--- config.mk ---
export PLATFORM = sky130hd
export DESIGN_NAME = swi_debounce
export DESIGN_NICKNAME = d
export VERILOG_FILES = /design/src/rtl/swi_debounce.sv
export SDC_FILE = /design/constraint.sdc
export NUM_CORES = 1
export LEC_CHECK = 0
export BUFFER_PORTS_ARGS = -buffer_cell sky130_fd_sc_hd__buf_2
export CORE_MARGIN = 2
export CORE_UTILIZATION = 45
export CTS_CLUSTER_DIAMETER = 50
export CTS_CLUSTER_SIZE = 16
export DETAILED_ROUTE_END_ITERATION = 8
export PLACE_DENSITY = 0.66
export SLEW_MARGIN = 10
export SYNTH_ARGS = -nofsm -noshare
export SYNTH_HDL_FRONTEND = slang
export SYNTH_SLANG_ARGS = --single-unit
--- constraint.sdc ---
create_clock -name clk_2 -period 2.4 [get_ports clk_2]
set_input_delay 0.48 -clock clk_2 [delete_from_list [all_inputs] [get_ports clk_2]]
set_output_delay 0.48 -clock clk_2 [all_outputs]
set_load 0.03 [all_outputs]
--- src/rtl/swi_debounce.sv ---
// Synchronises and debounces NBITS raw switch lines into a clean registered level
// plus one-cycle rise/fall pulses; a change is accepted after STABLE consecutive cycles.
module swi_debounce #(
   parameter int NBITS  = 8,
   parameter int STABLE = 3
) (
   input  logic             clk_2,
   input  logic             reset_n,
   input  logic [NBITS-1:0] SWI,
   output logic [NBITS-1:0] sw_level,
   output logic [NBITS-1:0] sw_rise,
   output logic [NBITS-1:0] sw_fall,
   output logic             sw_busy
);

   localparam int CW = (STABLE > 1) ? $clog2(STABLE) : 1;
   localparam logic [CW-1:0] CNT_LAST = CW'(STABLE - 1);

   logic [NBITS-1:0] s1_q, s2_q;
   logic [NBITS-1:0] level_q, rise_q, fall_q;
   logic [NBITS-1:0] level_d, rise_d, fall_d;
   logic [CW-1:0]    cnt_q [NBITS];
   logic [CW-1:0]    cnt_d [NBITS];
   logic             busy;

   // The counter only runs while the synchronised input disagrees with the level,
   // so any return to the accepted value before STABLE cycles discards the change.
   always_comb begin
      level_d = level_q;
      rise_d  = '0;
      fall_d  = '0;
      for (int i = 0; i < NBITS; i++) begin
         cnt_d[i] = '0;
         if (s2_q[i] != level_q[i]) begin
            if (cnt_q[i] == CNT_LAST) begin
               level_d[i] = s2_q[i];
               rise_d[i]  = s2_q[i];
               fall_d[i]  = ~s2_q[i];
            end else begin
               cnt_d[i] = cnt_q[i] + CW'(1);
            end
         end
      end
   end

   always_comb begin
      busy = 1'b0;
      for (int i = 0; i < NBITS; i++) begin
         busy = busy | (cnt_q[i] != '0);
      end
   end

   always_ff @(posedge clk_2 or negedge reset_n) begin
      if (!reset_n) begin
         s1_q    <= '0;
         s2_q    <= '0;
         level_q <= '0;
         rise_q  <= '0;
         fall_q  <= '0;
         for (int i = 0; i < NBITS; i++) begin
            cnt_q[i] <= '0;
         end
      end else begin
         s1_q    <= SWI;
         s2_q    <= s1_q;
         level_q <= level_d;
         rise_q  <= rise_d;
         fall_q  <= fall_d;
         for (int i = 0; i < NBITS; i++) begin
            cnt_q[i] <= cnt_d[i];
         end
      end
   end

   assign sw_level = level_q;
   assign sw_rise  = rise_q;
   assign sw_fall  = fall_q;
   assign sw_busy  = busy;

endmodule

==> key figures <==
Place
  – Port bufs: 34
  – Detailed placement HPWL: 2030 µm
  – Pre-CTS setup slack: 845 ps
  – Global placer's final weighted congestion: 0.678

Worst setup path
  – Crit path arrival time: 1410 ps
  – Critical-path cell list: nor4_1 > nand4_1 > buf_2
  – CP endpoint kind: output port
  – CP Max Fanout: 4
  – Required @ worst endpoint: 1920 ps
  – CP Class: flop to output port
  – CP peak stage delay: 440 ps
  – CP max stage cell: dfrtp_1
  – Crit start category: flop

CTS
  – Clock Latency Late Sink: 300 ps
  – Hold buffers post-CTS: 0
  – CTS clk-pin slew, worst paths: 100 ps
  – Number of clock sinks: 56
  – Gates resized, CTS repair: 0
  – Post-CTS setup buffers: 0
  – H-tree level count: 2
  – CTS buffer count: 5
  – CTS tree: built
  – CTS max path bufs: 2
  – CTS root buf: clkbuf_8

Yosys
  – Seq/Total Area, Yosys: 0.711
  – Count of different cell masters after synthesis: 10
  – Synthesized cell area: 0.00197 mm²
  – Yosys warns: 0
  – Syn avg cell area: 16.8 µm²
  – Post-Syn Instances: 117
  – Post-synthesis register bit count: 56
  – Post-Syn Nets: 127

STA
  – Crit path time final: 1890 ps
  – Clock Skew: 5.13 ps
  – Slew margin rel.: 0.635
  – Tcrit/Tclk final: 0.787
  – RSZ-0062 raised after global routing: no
  – Fin Setup TNS: 0 ps
  – Fmax: 529 MHz
  – Fin. Hold Viols: 0
  – Worst Setup Slack, final: 511 ps
  – Slew Limit Fails: 0
  – Worst Max-Slew Pin Slew: 548 ps
  – Setup violations, final: 0

Layout
  – Area grow syn2layout: 18.3%
  – Area of the multi-input gates: 569 µm²
  – Final core utilization: 0.543
  – Diodes inserted: 0
  – Layout cells sized above 1: 0.366
  – Fill count: 363
  – Register area: 0.00140 mm²
  – # nets final: 170

Global route
  – GR Util All Layers: 0.129
  – Global route total overflow: 0
  – Initial antenna violation count: 0
  – First-pass GRT wire length: 4900 µm
  – Vias in the first global route: 1,080
  – Largest net degree at the start of global routing: 27

Floorplanning
  – # IOs: 35
  – Cell Rows: 24
  – Die Ht: 70.2 µm
  – Core box area: 0.00429 mm²
  – Die ar.: 0.00492 mm²
  – Starting Density: 0.459
  – Die width: 70.2 µm

Route
  – WL/cell: 13.0 µm
  – Iteration-0 DRC count of the detailed router: 72
  – Post-Route WL: 2770 µm
  – Drc violations: 0
  – Vias per cell: 4.92
  – Vias: 1,049
  – First drt pass iteration count: 2
  – Antenna Nets Post-Route: 0

Outcome
  – Status: finished clean

Power
  – PD cells: 1220 mW/mm²
  – Leak Pwr: 1.18 nW
  – Peak VDD IR: 576 µV

Hold path
  – Hold crit path type: input pin to asynchronous set/reset pin

Flow run
  – Max-cap violations: 0
==> through the flow <==
step	hold slack, ps	instance area, µm²	instances	power (mW)
6_report	152	2330	213	2.85
5_1_grt	172	2330	213	3.02
4_1_cts	160	2330	213	2.89
3_5_place_dp	335	2220	205	2.28
3_3_place_gp	332	2220	205	2.24
2_1_floorplan	184	1970	117	2.04
==> power by group <==
group	internal (mW)	switching, mW	total [mW]
sequential	1.17	0.249	1.42
clock	0.315	0.288	0.604
combinational	0.417	0.418	0.834
==> per-layer routing <==
metal / track usage / vias up / part of all wire
met5: 0 / - / 0
met4: 0.0577 / 0 / 0.015
met3: 0.0404 / 4 / 0.052
met2: 0.216 / 28 / 0.51
met1: 0.153 / 525 / 0.42
li1: - / 492 / -
==> cell usage in the layout, fill, tap and decap left out <==
cell and n:
dfrtp_1 56, nor3_1 8, buf_2 34, inv_6 1, nand2b_4 1, nor4_1 4, and3b_1 14, clkbuf_1 1
buf_4 2, nand4_1 1, clkbuf_8 5, mux2_4 8, nor3b_1 10, bufinv_16 1, xnor2_1 8, nor2b_4 7
==> cells by family after synthesis <==
family	share of synthesized area
flip-flops	0.711
AND/OR/NAND/NOR	0.192
XOR/XNOR	0.0356
multiplexers	0.0610
==> Yosys cell counts <==
cell / count / area share
nor3b_1: 10 / 0.038
xnor2_1: 8 / 0.036
nor2b_4: 7 / 0.049
nand2b_4: 1 / 0.0070
nor3_1: 8 / 0.020
and3b_1: 14 / 0.062
dfrtp_1: 56 / 0.71
nor4_1: 4 / 0.013
nand4_1: 1 / 0.0032
mux2_4: 8 / 0.061
==> worst paths after layout <==
path	start	slack, ps	cells after the start	endpoint
worst min-delay path	reset_n	150	1	sw_level[1]
max in group asynchronous	reset_n	1630	2	cnt_q[15]
worst max-delay path	cnt_q[6]	510	3	sw_busy
worst max register to register	cnt_q[7]	1390	2	sw_level[4]
worst min register to register	s1_q[6]	350	0	s2_q[6]
min in group clk_2	SWI[4]	280	1	s1_q[4]
==> final cells by class <==
| cell class | count | area share |
|---|---|---|
| clock buffer | 6 | 0.0311 |
| clock inverter | 2 | 0.0166 |
| multi-input combinational | 61 | 0.244 |
| sequential | 56 | 0.601 |
| tap | 52 | 0.0279 |
| timing repair buffer | 36 | 0.0794 |
==> worst max-delay path: cells and delay by family, from the launching register on <==
kind                   cells  cell delay (ps)
AND/OR/NAND/NOR            2              470
flip-flops                 1              440
buffers and inverters      1              200
==> registers in the layout (all words and copies together) (netlist names) <==
signal and flops:
cnt_q 16, s1_q 8, s2_q 8, sw_fall 8
sw_level 8, sw_rise 8
Note: power is estimated with default switching activity, not from simulation.
